===== src/rtl/bytestreamer.sv =====
// Serial-to-parallel deserializer: MSB-first bit stream in, WIDTH-bit words out with a ready flag.
// Optional completed-word counter enabled by defining BYTESTREAMER_WCNT_EN.
module bytestreamer #(
    parameter int WIDTH = 8,
    parameter int CNT_W = 16
) (
    input  logic             clk,
    input  logic             rst,
    input  logic             shift_enable,
    input  logic             serial_in,
    output logic [WIDTH-1:0] parallel_out,
    output logic             byte_ready
`ifdef BYTESTREAMER_WCNT_EN
    ,
    output logic [CNT_W-1:0] word_count
`endif
);

    localparam int BC_W = $clog2(WIDTH);
    localparam logic [BC_W-1:0] LAST_BIT = BC_W'(WIDTH - 1);

    logic [WIDTH-1:0] r_sr;
    logic [BC_W-1:0]  r_cnt;
    logic [WIDTH-1:0] r_parallel;
    logic             r_ready;
    logic [WIDTH-1:0] w_sr_next;
    logic             w_last;

    assign w_sr_next = {r_sr[WIDTH-2:0], serial_in};
    assign w_last    = (r_cnt == LAST_BIT);

    // Framing is purely by count since reset; there is no resync path.
    always_ff @(posedge clk or posedge rst) begin
        if (rst) begin
            r_sr       <= '0;
            r_cnt      <= '0;
            r_parallel <= '0;
            r_ready    <= 1'b0;
        end else if (shift_enable) begin
            r_sr <= w_sr_next;
            if (w_last) begin
                r_cnt      <= '0;
                r_parallel <= w_sr_next;
                r_ready    <= 1'b1;
            end else begin
                r_cnt <= r_cnt + 1'b1;
                if (r_cnt == '0) begin
                    r_ready <= 1'b0;
                end
            end
        end
    end

    assign parallel_out = r_parallel;
    assign byte_ready   = r_ready;

`ifdef BYTESTREAMER_WCNT_EN
    logic [CNT_W-1:0] r_word_count;

    always_ff @(posedge clk or posedge rst) begin
        if (rst) begin
            r_word_count <= '0;
        end else if (shift_enable && w_last) begin
            r_word_count <= r_word_count + 1'b1;
        end
    end

    assign word_count = r_word_count;
`endif

endmodule


===== config.mk =====
export PLATFORM = sky130hd
export DESIGN_NAME = bytestreamer
export DESIGN_NICKNAME = d
export VERILOG_FILES = /design/src/rtl/bytestreamer.sv
export SDC_FILE = /design/constraint.sdc
export NUM_CORES = 1
export LEC_CHECK = 0
export ABC_AREA = 1
export CAP_MARGIN = 20
export CELL_PAD_IN_SITES_DETAIL_PLACEMENT = 0
export CELL_PAD_IN_SITES_GLOBAL_PLACEMENT = 1
export CORE_UTILIZATION = 35
export DETAILED_ROUTE_END_ITERATION = 7
export GPL_TIMING_DRIVEN = 0
export PLACE_DENSITY = 0.76
export SYNTH_ARGS = -nofsm -noshare
export SYNTH_HDL_FRONTEND = slang
export SYNTH_SLANG_ARGS = --single-unit

===== constraint.sdc =====
create_clock -name clk -period 1.3 [get_ports clk]
set_clock_uncertainty 0.15 [all_clocks]
set_input_delay 0.26 -clock clk [delete_from_list [all_inputs] [get_ports clk]]
set_output_delay 0.26 -clock clk [all_outputs]
set_load 0.03 [all_outputs]

==> impl_metrics.yaml, run 1 <==
drt:
  drc: 0
  wl_per_cell_um: 11.3
  vias: 620
  dr.pass1.iters: 5
  viasPerCell: 4.49
  initialDrtViolationCount: 7
  postRouteAntennaNets: 0
  wl_mm: 1.56
timing:
  final.setup.tns_ns: -0.175
  slew_violations: 0
  relSlewSlack_pct: 52.7
  rsz0062_at_grt: "true"
  worst-slew-pin-transition_ns: 0.709
  timing.final.ws_setup_ns: -0.0347
  finalCritPeriodShare_pct: 103
  fin_crit_ns: 1.33
  fmax_mhz: 749
  setup-violations-final: 8
  hold_viol: 0
cells_and_area:
  syn2layout_area_growth_pct: 41.0
  design_area_um2: 1140
  drive_gt1_share_pct: 37.3
  antenna_cells: 0
  layout.nets: 119
  fillCellCount: 203
global_route:
  grt_max_degree: 20
  grt_first_pass_wirelength_mm: 2.57
  grt.overflow.total: 0
  antenna_found_initial: 0
  gr-usage-all-layers_pct: 14.2
  grt_pass1_vias: 585
clock_network:
  cts_buffer_depth: 2
  clock_sinks: 19
  cts_max_level: 1
  clk_latency_ns: 0.30
  cts_made_buffers: 3
  ctsRootBufferMaster: "clkbuf_4"
  hold_buffers: 0
  cts_tree: "yes"
  path_clk_slew_ns: 0.11
floorplan:
  die_h_um: 50.1
  core_area_um2: 2190
  die_area_um2: 2510
  die_w_um: 50.1
  std_cell_rows: 17
  num_io_pins: 13
  start_util_pct: 36.9
yosys:
  synthesis.area_um2: 808
  synthCells: 83
  yosysTopAreaCell: "dfrtp_1"
  synth_cell_types: 11
  yosysSeqAreaShare_pct: 58.8
  ys_ff_latch: 19
  ys_top_cells_by_area: "dfrtp_1 (59%), nand2_1 (12%), o21ai_2 (7.6%)"
  netlist.area_leader.share_pct: 58.8
  postSynthAreaPerCell_um2: 9.74
  yosys_warnings: 0
  syn_nets: 91
place:
  place_congestion: 0.759
  dpl-instance-area_um2: 987
  hpwl_um: 973
  io_buffers: 12
outcome:
  status: "complete, but fails checks"
  violations: "setup timing"
worst_setup_path:
  cp_max_fo: 7
  worstPathRequired_ns: 1.34
  arrival_ns: 1.38
  worst_setup_path_end_kind: "register"
  crit_path_start_kind: "register"
  crit_type: "register to register"
power_and_ir_drop:
  p_leak_nw: 0.583
  powerDensity_nw_per_um2: 2070
  ir_drop_v: 0.000948
hold_path:
  hold_path_class: "input port to asynchronous set/reset pin"
job:
  maxCapViolations: 0
path summary, 6_finish.rpt:
check / from / endpoint / slack [ns] / cells after the start
setup / recovery: r_cnt[0] / parallel_out[7] / -0.03 / 5
hold / removal: rst / parallel_out[0] / 0.22 / 2
setup reg to reg: r_cnt[0] / parallel_out[7] / -0.03 / 5
hold reg to reg: parallel_out[6] / parallel_out[6] / 0.34 / 2
max in group asynchronous: rst / parallel_out[7] / 0.32 / 2
min in group clk: shift_enable / byte_ready / 0.25 / 4
critical path: stages (launching register included):
cell       delay, ns
dfrtp_1         0.40
ha_2            0.21
ha_4            0.18
nand2_8         0.09
clkbuf_16       0.16
o21ai_2         0.05
synthesized netlist by cell type:
| master | n |
|---|---|
| nand3_1 | 1 |
| ha_1 | 4 |
| nor2_1 | 1 |
| nand2_2 | 1 |
| inv_1 | 12 |
| o21ai_0 | 10 |
| buf_4 | 1 |
| nand2_1 | 25 |
| dfrtp_1 | 19 |
| buf_2 | 2 |
| o21ai_2 | 7 |
registers in the layout, indices dropped and copies added, names as in the netlist:
register and count:
r_cnt 3, r_sr 7, parallel_out 8, byte_ready 1
layout by cell type, fill, tap and decap left out, drive strengths merged:
master / instances
ha: 4
inv: 12
o21ai: 17
clkbuf: 5
nor2: 1
clkinv: 1
buf: 21
clkdlybuf4s50: 2
nand3: 1
dfrtp: 19
dlymetal6s2s: 1
nand2: 26
cells by family (layout without fill, tap and decap cells):
family / count (synthesis) / in the layout / synth area share [%]
DFF: 19 / 19 / 58.8
adders and majority gates: 4 / 4 / 6.19
buffers and inverters: 15 / 42 / 7.74
and+or+nand+nor: 28 / 28 / 13.5
AOI/OAI and AO/OA: 17 / 17 / 13.8
area by class of cell:
class	count	area, um2	area share [%]
Buffer	3	30.0	2.63
Clock inverter	1	5.00	0.439
Timing Repair Buffer	23	213	18.7
Tap cell	28	35.0	3.07
Clock buffer	3	22.5	1.98
Sequential cell	19	475	41.7
Multi-Input combinational cell	49	314	27.6
Inverter	12	45.0	3.95
power breakdown:
| group | switching, mW | internal (mW) |
|---|---|---|
| combinational | 0.601 | 0.560 |
| clock | 0.177 | 0.115 |
| sequential | 0.122 | 0.780 |
| total | 0.901 | 1.46 |
metal layers:
| layer | wire [um] | global-route usage [%] |
|---|---|---|
| met5 | 0 | 0 |
| met4 | 10 | 4.29 |
| met2 | 756 | 22.9 |
| met1 | 726 | 17.3 |
| met3 | 62 | 5.56 |
repair_timing:
| item | CTS | global route |
|---|---|---|
| endpoints found under the setup margin | 17 | 16 |
| buffers inserted | 2 | 8 |
| pin swaps | 0 | 1 |
| gates resized for setup | 49 | 23 |
| cloned | 0 | 1 |
metrics by stage:
stage / utilization, % / hold slack, ns / instances / power, mW / worst slack [ns]
5_1_grt: 52.0 / 0.268 / 138 / 2.52 / -0.0783
3_5_place_dp: 45.1 / 0.316 / 123 / 1.84 / -0.232
4_1_cts: 45.5 / 0.239 / 129 / 2.07 / -0.0759
3_3_place_gp: 45.1 / 0.313 / 123 / 1.80 / -0.215
6_report: 52.0 / 0.216 / 138 / 2.36 / -0.0347
2_1_floorplan: - / 0.0611 / 83 / 1.49 / 0.00712
Power figures use the tool's default switching activity.
==> run 2: changes to the inputs <==
--- a/config.mk
+++ b/config.mk
@@ -5,14 +5,14 @@
 export SDC_FILE = /design/constraint.sdc
 export NUM_CORES = 1
 export LEC_CHECK = 0
-export ABC_AREA = 1
 export CAP_MARGIN = 20
 export CELL_PAD_IN_SITES_DETAIL_PLACEMENT = 0
 export CELL_PAD_IN_SITES_GLOBAL_PLACEMENT = 1
-export CORE_UTILIZATION = 35
+export CORE_UTILIZATION = 37
 export DETAILED_ROUTE_END_ITERATION = 7
 export GPL_TIMING_DRIVEN = 0
 export PLACE_DENSITY = 0.76
+export SETUP_SLACK_MARGIN = 0.3
 export SYNTH_ARGS = -nofsm -noshare
 export SYNTH_HDL_FRONTEND = slang
 export SYNTH_SLANG_ARGS = --single-unit
==> impl_metrics.yaml, run 2 <==
outcome:
  status: "complete, but fails checks"
  violations: "setup timing"
yosys:
  synthCells: 54
  synth_edf_count: 0
  synth_common_cells: "dfrtp_1 (19), mux2_2 (15), ha_1 (4), inv_1 (4), nand2_1 (3)"
  ys_top_cells_by_area: "dfrtp_1 (60%), mux2_2 (21%), ha_1 (6.3%)"
  yosysTopAreaCell: "dfrtp_1"
  ys_ff_latch: 19
  synth_most_common_cell: "dfrtp_1"
  synth_cell_types: 12
  synth-main-ff-cell: "dfrtp_1"
  syn_nets: 62
  ys_async_sr_fraction_pct: 100
  netlist.area_leader.share_pct: 60.0
  yosysSeqAreaShare_pct: 60.0
  postSynthAreaPerCell_um2: 14.7
  synthesis.area_um2: 792
  yosys_warnings: 0
timing:
  rsz0062_at_grt: "true"
  worst-slew-pin-transition_ns: 0.395
  finalCritPeriodShare_pct: 110
  fin_crit_ns: 1.43
  hold_viol: 0
  timing.final.ws_setup_ns: -0.134
  final.setup.tns_ns: -1.12
  slew_violations: 0
  relSlewSlack_pct: 73.6
  fmax_mhz: 698
  setup-violations-final: 9
  hold_ws_ns: 0.111
place:
  pre_cts_slack_ns: -0.158
  hpwl_um: 781
  io_buffers: 11
  place_congestion: 0.618
  dp_cells: 92
  dpl-instance-area_um2: 990
clock_network:
  path_clk_slew_ns: 0.11
  hold_buffers: 0
  cts_made_buffers: 3
  cts_max_level: 1
  clk_latency_ns: 0.30
  cts_tree: "yes"
  ctsRootBufferMaster: "clkbuf_4"
  clock_sinks: 19
  cts_buffer_depth: 2
global_route:
  antenna_found_initial: 0
  grt_pass1_vias: 446
  grt_first_pass_wirelength_mm: 1.93
  grt_max_degree: 20
  grt.overflow.total: 0
  gr-usage-all-layers_pct: 12.6
worst_setup_path:
  cp_max_fo: 8
  crit_path_start_kind: "register"
  crit_type: "register to register"
  worst_setup_path_end_kind: "register"
  worstPathRequired_ns: 1.34
  arrival_ns: 1.47
cells_and_area:
  antenna_cells: 0
  stdcell_count: 107
  design_area_um2: 1150
  largest_reg_flops: 8
  layout.nets: 89
  mostFrequentLayoutCell: "dfrtp_1"
  syn2layout_area_growth_pct: 45.5
  utilization_pct: 58.1
  drive_gt1_share_pct: 66.3
  final_cell_mix: "dfrtp_1 (19), buf_6 (11), buf_4 (11)"
floorplan:
  die_area_um2: 2330
  num_io_pins: 13
  core_area_um2: 1980
  die_w_um: 48.3
  std_cell_rows: 16
  die_h_um: 48.3
  start_util_pct: 40.0
power_and_ir_drop:
  seq_power_share_pct: 36.7
  combPwrFrac_pct: 51.8
  power.total_mw: 2.64
  switchingPower_mw: 0.924
  pwr-share-clk_pct: 11.5
  ir_drop_v: 0.00133
  powerDensity_nw_per_um2: 2290
  p_leak_nw: 0.542
  swShare_pct: 35.0
  intPower_mw: 1.72
drt:
  postRouteAntennaNets: 0
  initialDrtViolationCount: 0
  viasPerCell: 4.41
  vias: 472
  drc: 0
  wl_mm: 1.22
  dr.pass1.iters: 1
  wl_per_cell_um: 11.4
hold_path:
  hold_path_class: "input port to register"
job:
  maxCapViolations: 0
## run 2: logic make-up (layout without fill, tap and decap cells)
family                   Yosys count  count (layout)  share of synthesized area [%]
AO/OA/AOI/OAI                      5               5                           3.63
adder cells (fa/ha/maj)            4               4                           6.32
buffers and inverters              6              32                           4.74
flip-flops                        19              19                           60.0
multiplexers                      15              15                           21.3
AND/OR/NAND/NOR                    5               5                           3.95
## run 2: power by group through the flow
stage	Sequential (mW)	Clock (mW)	Combinational [mW]
floorplan	1.22	0	0.411
global placement	0.970	0	0.990
detailed placement	0.976	0	1.00
CTS	0.969	0.315	1.21
global route	1.00	0.334	1.46
finish	0.969	0.302	1.37
## run 2: final timing paths
kind / slack (ns) / startpoint / to / cells after the start
max: -0.13 / r_cnt[0] / parallel_out[0] / 4
min: 0.11 / shift_enable / r_sr[3] / 2
max reg2reg: -0.13 / r_cnt[0] / parallel_out[0] / 4
min reg2reg: 0.35 / r_sr[6] / parallel_out[7] / 1
max in group asynchronous: 0.61 / rst / byte_ready / 2
min in group asynchronous: 0.13 / rst / parallel_out[4] / 2
## run 2: routing by layer
layer,track usage (%),up-vias,routed length (um)
met5,0,-,0
met4,8.33,0,12
met3,2.22,2,35
met2,17.9,8,571
met1,17.5,225,600
li1,-,237,-
## run 2: what timing repair did
item | CTS | global route
buffers inserted | 8 | 3
pin swaps | 2 | 1
endpoints found under the setup margin | 21 | 40
gates cloned | 0 | 0
gates resized for setup | 61 | 15
## run 2: cell type report
cell class	instances	area, um2
clock inverters	1	7.51
fillers	160	830
clock buffers	3	22.5
well taps	27	33.8
multi-input cells	29	363
inverters	4	23.8
flip-flops and latches	19	475
repair buffers	22	204
plain buffers	2	22.5
## run 2: critical path, cell delays in order (launching register included)
cell	delay (ns)
dfrtp_1	0.39
ha_2	0.20
ha_4	0.18
nand2_8	0.11
mux2_4	0.30
==> run 3: changes to the inputs <==
--- a/config.mk
+++ b/config.mk
@@ -13,6 +13,7 @@
 export GPL_TIMING_DRIVEN = 0
 export PLACE_DENSITY = 0.76
 export SETUP_SLACK_MARGIN = 0.3
+export SLEW_MARGIN = 20
 export SYNTH_ARGS = -nofsm -noshare
 export SYNTH_HDL_FRONTEND = slang
 export SYNTH_SLANG_ARGS = --single-unit
==> results of run 3 <==
Final layout, timing and power as in run 2 (identical DEF).
